[src/rtl/uart_rx.sv]
// ---------------------------------------------------------------------------
// uart_rx
// Receives 8N1 serial frames (start 0, 8 data bits LSB first, stop 1, no
// parity) from an asynchronous line and presents each good byte in parallel.
//
// Ports:
//   sys_clk       in   system clock, all logic on the rising edge
//   sys_rst_n     in   synchronous active-low reset
//   uart_rxd      in   asynchronous serial line, idle high
//   uart_rx_done  out  one-cycle strobe: a new valid byte is on uart_rx_data
//   uart_rx_data  out  last correctly received byte, held until the next one
// ---------------------------------------------------------------------------
module uart_rx #(
    parameter int BPS     = 115200,
    parameter int CLK_FRE = 50_000_000
) (
    input  logic       sys_clk,
    input  logic       sys_rst_n,
    input  logic       uart_rxd,
    output logic       uart_rx_done,
    output logic [7:0] uart_rx_data
);

    localparam int BAUD_CNT = CLK_FRE / BPS;
    localparam int HALF_CNT = BAUD_CNT / 2;
    localparam int CNT_W    = $clog2(BAUD_CNT + 1);

    localparam logic [CNT_W-1:0] HALF_VAL = CNT_W'(HALF_CNT);
    localparam logic [CNT_W-1:0] LAST_VAL = CNT_W'(BAUD_CNT - 1);

    typedef enum logic [1:0] {
        IDLE  = 2'd0,
        START = 2'd1,
        DATA  = 2'd2,
        STOP  = 2'd3
    } state_t;

    state_t           state;
    state_t           state_next;

    logic             rxd_s1;
    logic             rxd_s2;
    logic             rxd_d;
    logic             start_edge;

    logic [CNT_W-1:0] baud_cnt;
    logic             mid_bit;
    logic             bit_end;
    logic [2:0]       bit_idx;
    logic [7:0]       shift_reg;
    logic             rx_good;

    // Two flops bring the line into the clock domain; the third flop keeps the
    // previous synchronized level so a falling edge can be seen.
    always_ff @(posedge sys_clk) begin
        if (!sys_rst_n) begin
            rxd_s1 <= 1'b1;
            rxd_s2 <= 1'b1;
            rxd_d  <= 1'b1;
        end else begin
            rxd_s1 <= uart_rxd;
            rxd_s2 <= rxd_s1;
            rxd_d  <= rxd_s2;
        end
    end

    assign start_edge = rxd_d & ~rxd_s2;
    assign mid_bit    = (baud_cnt == HALF_VAL);
    assign bit_end    = (baud_cnt == LAST_VAL);

    // A byte is accepted only when the stop bit reads high at its midpoint.
    assign rx_good    = (state == STOP) && mid_bit && rxd_s2;

    // State register.
    always_ff @(posedge sys_clk) begin
        if (!sys_rst_n) begin
            state <= IDLE;
        end else begin
            state <= state_next;
        end
    end

    // Next-state logic. STOP leaves at its midpoint rather than at its end so
    // that a start bit following immediately after the stop bit is not missed.
    always_comb begin
        state_next = state;
        case (state)
            IDLE: begin
                if (start_edge) begin
                    state_next = START;
                end
            end
            START: begin
                if (mid_bit && rxd_s2) begin
                    state_next = IDLE;
                end else if (bit_end) begin
                    state_next = DATA;
                end
            end
            DATA: begin
                if (bit_end && (bit_idx == 3'd7)) begin
                    state_next = STOP;
                end
            end
            STOP: begin
                if (mid_bit) begin
                    state_next = IDLE;
                end
            end
            default: state_next = IDLE;
        endcase
    end

    // Bit-period counter. Held at zero in IDLE so that START always begins
    // from a fresh count aligned to the detected edge.
    always_ff @(posedge sys_clk) begin
        if (!sys_rst_n) begin
            baud_cnt <= '0;
        end else if (state == IDLE || bit_end) begin
            baud_cnt <= '0;
        end else begin
            baud_cnt <= baud_cnt + CNT_W'(1);
        end
    end

    // Data-bit index: cleared as START hands over to DATA, advanced at the end
    // of every data bit.
    always_ff @(posedge sys_clk) begin
        if (!sys_rst_n) begin
            bit_idx <= 3'd0;
        end else if (state == START && bit_end) begin
            bit_idx <= 3'd0;
        end else if (state == DATA && bit_end) begin
            bit_idx <= bit_idx + 3'd1;
        end
    end

    // Mid-bit samples enter at the MSB and move right, so after eight bits the
    // first (least significant) bit received sits in bit 0.
    always_ff @(posedge sys_clk) begin
        if (!sys_rst_n) begin
            shift_reg <= 8'h00;
        end else if (state == DATA && mid_bit) begin
            shift_reg <= {rxd_s2, shift_reg[7:1]};
        end
    end

    // Output byte and strobe update on the same edge so the data is valid in
    // the strobe cycle; a framing error leaves the previous byte in place.
    always_ff @(posedge sys_clk) begin
        if (!sys_rst_n) begin
            uart_rx_done <= 1'b0;
            uart_rx_data <= 8'h00;
        end else begin
            uart_rx_done <= rx_good;
            if (rx_good) begin
                uart_rx_data <= shift_reg;
            end
        end
    end

endmodule

[config.mk]
export PLATFORM = sky130hd
export DESIGN_NAME = uart_rx
export DESIGN_NICKNAME = d
export VERILOG_FILES = /design/src/rtl/uart_rx.sv
export SDC_FILE = /design/constraint.sdc
export NUM_CORES = 1
export LEC_CHECK = 0
export BUFFER_PORTS_ARGS = -buffer_cell sky130_fd_sc_hd__buf_2
export CORE_MARGIN = 4
export CORE_UTILIZATION = 40
export CTS_BUF_LIST = sky130_fd_sc_hd__clkbuf_8
export DETAILED_ROUTE_END_ITERATION = 7
export SYNTH_ARGS = -nofsm -noshare
export SYNTH_HDL_FRONTEND = slang
export SYNTH_SLANG_ARGS = --single-unit
[constraint.sdc]
create_clock -name sys_clk -period 3.36 [get_ports sys_clk]
set_input_delay 0 -clock sys_clk [delete_from_list [all_inputs] [get_ports sys_clk]]
set_output_delay 0 -clock sys_clk [all_outputs]
set_load 0.02 [all_outputs]
Word level (Yosys, flattened, before mapping)
Index checks and enable logic that the tools add are counted.
{"block": "classes", "add_sub_neg": 2, "eq_ne": 10, "muxes": 6, "n_bitwise": 3, "reduce_logical": 12}
{"op": "2-bit 2-to-1 mux", "count": 5}
{"op": "9-bit by 1-bit adder with 9-bit output, second input constant", "count": 1}
{"op": "9-bit by 8-bit == test with 1-bit output, second input constant", "count": 1}
{"op": "9-bit == test, second input constant", "count": 1}
{"op": "2-bit case mux with 4 select lines", "count": 1}
{"op": "1-bit logical AND", "count": 7}
{"op": "2-bit inequality test, second input constant", "count": 3}
{"op": "2-bit == test, second input constant", "count": 2}
{"op": "4-bit AND reduction", "count": 1}
{"op": "2-bit OR reduction", "count": 2}
{"op": "3-bit by 1-bit adder with 3-bit output, second input constant", "count": 1}
{"op": "3-bit == test, second input constant", "count": 1}
{"op": "3-bit inequality test, second input constant", "count": 1}
{"op": "2-bit by 1-bit == test with 1-bit output, second input constant", "count": 1}
{"op": "2-bit logical NOT", "count": 1}
{"op": "1-bit inverter", "count": 2}
{"op": "1-bit AND", "count": 1}
{"op": "1-bit logical OR", "count": 1}
{"block": "word_totals", "reg_bits": 34, "in_bits": 3, "word_cells": 42}

Depth between registers and ports, before layout
{"block": "logic_depth", "word_depth": 4, "ltp_mapped": 7}

Least setup slack after synthesis
OpenSTA, ideal clock, no wires.
{"block": "synth_timing", "path_type": "reg2reg", "from": "register baud_cnt[0]", "to": "register bit_idx[0]", "setup_time_ns": 0.074, "t_arrival_ns": 1.363, "required_ns": 3.286, "setup_slack_ns": 1.923, "path_stages_with_launch": 5, "n_path_buf": 0, "cell_sequence": "dfxtp_1 > ha_1 > nand4b_4 > or4_1 > a31oi_1"}
{"block": "synth_via", "elab_chain_cells": 3}
{"item": "start: declaration", "line_no": "46", "rtl": "logic [CNT_W-1:0] baud_cnt;"}
{"item": "start signal: assignment", "line_no": "122", "rtl": "baud_cnt <= baud_cnt + CNT_W'(1);"}
{"item": "9-bit == test (*)", "line_no": "69", "rtl": "assign bit_end = (baud_cnt == LAST_VAL);"}
{"item": "1-bit logical AND", "line_no": "131", "rtl": "end else if (state == START && bit_end) begin"}
{"item": "2-bit OR reduction (no source line)"}
{"item": "end signal: assignment", "line_no": "134", "rtl": "bit_idx <= bit_idx + 3'd1;"}
{"item": "end: declaration", "line_no": "49", "rtl": "logic [2:0] bit_idx;"}
Every way passes the cells marked *; elsewhere a longest branch is shown, timed or not.
A chain may end at the register's enable or synchronous reset.

Worst setup path after layout
{"block": "layout_timing", "from": "register baud_cnt[0]", "to": "register baud_cnt[4]"}
{"block": "layout_via", "elab_chain_cells": 3}
{"item": "parallel branches: the longest is 3 deep, another holds 9-bit by 1-bit adder with 9-bit output"}
Parallel ways; which one is timed is not known.

==> results.cfg <==
[run_status]
status = finished clean

[clock_network]
post_cts_buffers = 0
cts_tree = yes
clkTransAtPathRegs_ns = 0.06
cts_buffers = 5
clock-root-buffer = clkbuf_8
clkSinkCount = 34
clockBufferDepth = 2
htree_num_levels = 2
clk_latency_ns = 0.28

[global_routing]
gr-usage-all-layers_pct = 14.56
grt_pass1_wl_mm = 5.940
grt_max_degree = 25
antenna_found_initial = 0
grt_pass1_vias = 1342
grt_overflow = 0

[timing]
finClkSkew_ns = 0.003459
final_max_slew_viol_count = 0
period_share_pct = 56.79
maxSlewHeadroom_pct = 48.08
tightest_slew_ns = 0.7744
rsz0062_at_grt = false
finalCriticalPeriod_ns = 1.908
finalSetupViolCount = 0
fmax_mhz = 524.0
holdWs_ns = 0.4335
hold_viol = 0
finalSetupTns_ns = 0

[cells_and_area]
diodes = 0
drive_above_1_share_pct = 10.61
largest_reg_flops = 9
area_growth_pct = 9.920
final_core_util_pct = 46.26
nets = 185
fillers = 362

[synthesis]
synth_warnings = 0
synth_cell_types = 33
synth-edff-count = 0
synthArstFlopShare_pct = 0
netlist_area_um2 = 1564
synth_seq_cells = 34
syn_avg_cell_area_um2 = 9.093
ys_seq_area_share_pct = 43.52
syn-num-nets = 179
synth-main-ff-cell = dfxtp_1
syn_inst = 172

[place]
place.detailed.hpwl_mm = 2.190
globalplace.congestion = 0.7609
io_buffers = 11

[routing]
via_count = 1352
firstDrtPassIters = 4
wl_per_cell_um = 14.48
vias_per_cell = 5.956
routed_wl_mm = 3.286
drt_iter0_drc = 106
drc_errors = 0
ant_nets = 0

[power]
power-per-cell-area_nw_per_um2 = 426.0
power.leakage_nw = 0.5973
ir_worst_vdd_v = 0.0002317
report.power.total_mw = 0.7324

[die]
die_w_um = 70.53
core.rowCount = 22
design.die.area_um2 = 4974
io_pins = 12
start_util_pct = 42.09
coreArea_um2 = 3716
die_y_um = 70.53

[setup_path]
path_class = register to register
required_ns = 3.53
crit_arrival_ns = 2.07
r2r_cells = 4
critPathMaxFanout = 20
start_kind = register
cp-end-kind = register

[flow_run]
drv_cap = 0

[hold_path]
hp-class = register to register
holdPathStages = 1
report_power, final:
| group | switching, mW | leakage [nW] | internal [mW] |
|---|---|---|---|
| combinational | 0.0104 | 0.270 | 0.00745 |
| clock | 0.143 | 0.0524 | 0.162 |
| sequential | 0.00349 | 0.275 | 0.406 |
kinds of logic after synthesis:
family / after synthesis / synth area share, %
adder cells (fa/ha/maj): 4 / 3.200
AND/OR/NAND/NOR: 59 / 24.32
buffers and inverters: 19 / 6.159
AO/OA/AOI/OAI: 53 / 21.12
flip-flops: 34 / 43.52
XOR/XNOR: 3 / 1.680
stage by stage:
step / worst slack (ns) / std cells / area, µm²
3_5_place_dp: 1.460 / 216 / 1598
4_1_cts: 1.452 / 227 / 1719
2_1_floorplan: 1.923 / 172 / 1564
6_report: 1.452 / 227 / 1719
5_1_grt: 1.266 / 227 / 1719
3_3_place_gp: 1.535 / 216 / 1598
critical path, cell delays in order (launching register included):
cell and delay [ns]:
dfxtp_1 0.42, ha_1 0.24, and4b_1 0.65, a211o_1 0.39, nor2_1 0.09
cells in the final DEF (no fill, tap or decap), types with 2 or more instances in the layout:
cell type / count
a21oi_1: 22
nand2_1: 2
nand2b_1: 4
inv_1: 5
buf_2: 11
o31ai_1: 17
or4_1: 2
nand4bb_1: 2
o21ai_0: 6
o211ai_1: 2
clkbuf_8: 6
dfxtp_1: 34
o311ai_0: 2
or3_1: 4
nand4_1: 20
ha_1: 4
dlygate4sd3_1: 3
xor2_1: 2
nand3_1: 8
nor2_1: 8
nor2b_1: 2
and4bb_1: 2
worst paths after layout:
path,startpoint,to,slack (ns)
min,rxd_s1$_SDFF_PN1_,rxd_s2$_SDFF_PN1_,0.43
max,baud_cnt[0]$_SDFF_PP0_,baud_cnt[4]$_SDFF_PP0_,1.45
max reg2reg,baud_cnt[0]$_SDFF_PP0_,baud_cnt[4]$_SDFF_PP0_,1.45
min reg2reg,rxd_s1$_SDFF_PN1_,rxd_s2$_SDFF_PN1_,0.43
repair_timing:
item / in CTS / in global routing
hold buffers: 3 / 0
endpoints found under the setup margin: 0 / 0
gates resized for setup: 0 / 0
endpoints found under the hold margin: 3 / 0
per-layer routing:
layer,wire length (µm),track usage [%],up-vias
met5,0,0,-
met4,59,5.846,0
met3,155,4.688,6
met2,1652,24.74,20
met1,1419,16.99,659
li1,-,-,667
final cells by class:
type | instances | area [µm²] | area share [%]
inverters | 4 | 15.01 | 0.8734
flip-flops and latches | 34 | 680.7 | 39.59
multi-input cells | 119 | 787.0 | 45.78
well taps | 48 | 60.06 | 3.493
clock inverters | 2 | 8.758 | 0.5095
clock buffers | 6 | 82.58 | 4.803
repair buffers | 14 | 85.08 | 4.949
Yosys cell counts (4+ instances only):
master,number,area (µm²)
nand2b_1,4,25.02
o21ai_0,6,30.03
nand3_1,8,40.04
inv_1,4,15.01
o31ai_1,17,127.6
dfxtp_1,34,680.7
nor2_1,8,30.03
clkbuf_1,4,15.01
or3_1,4,25.02
buf_2,8,40.04
nand4_1,20,125.1
ha_1,4,50.05
a21oi_1,22,110.1
Note: power is estimated with default switching activity, not from simulation.
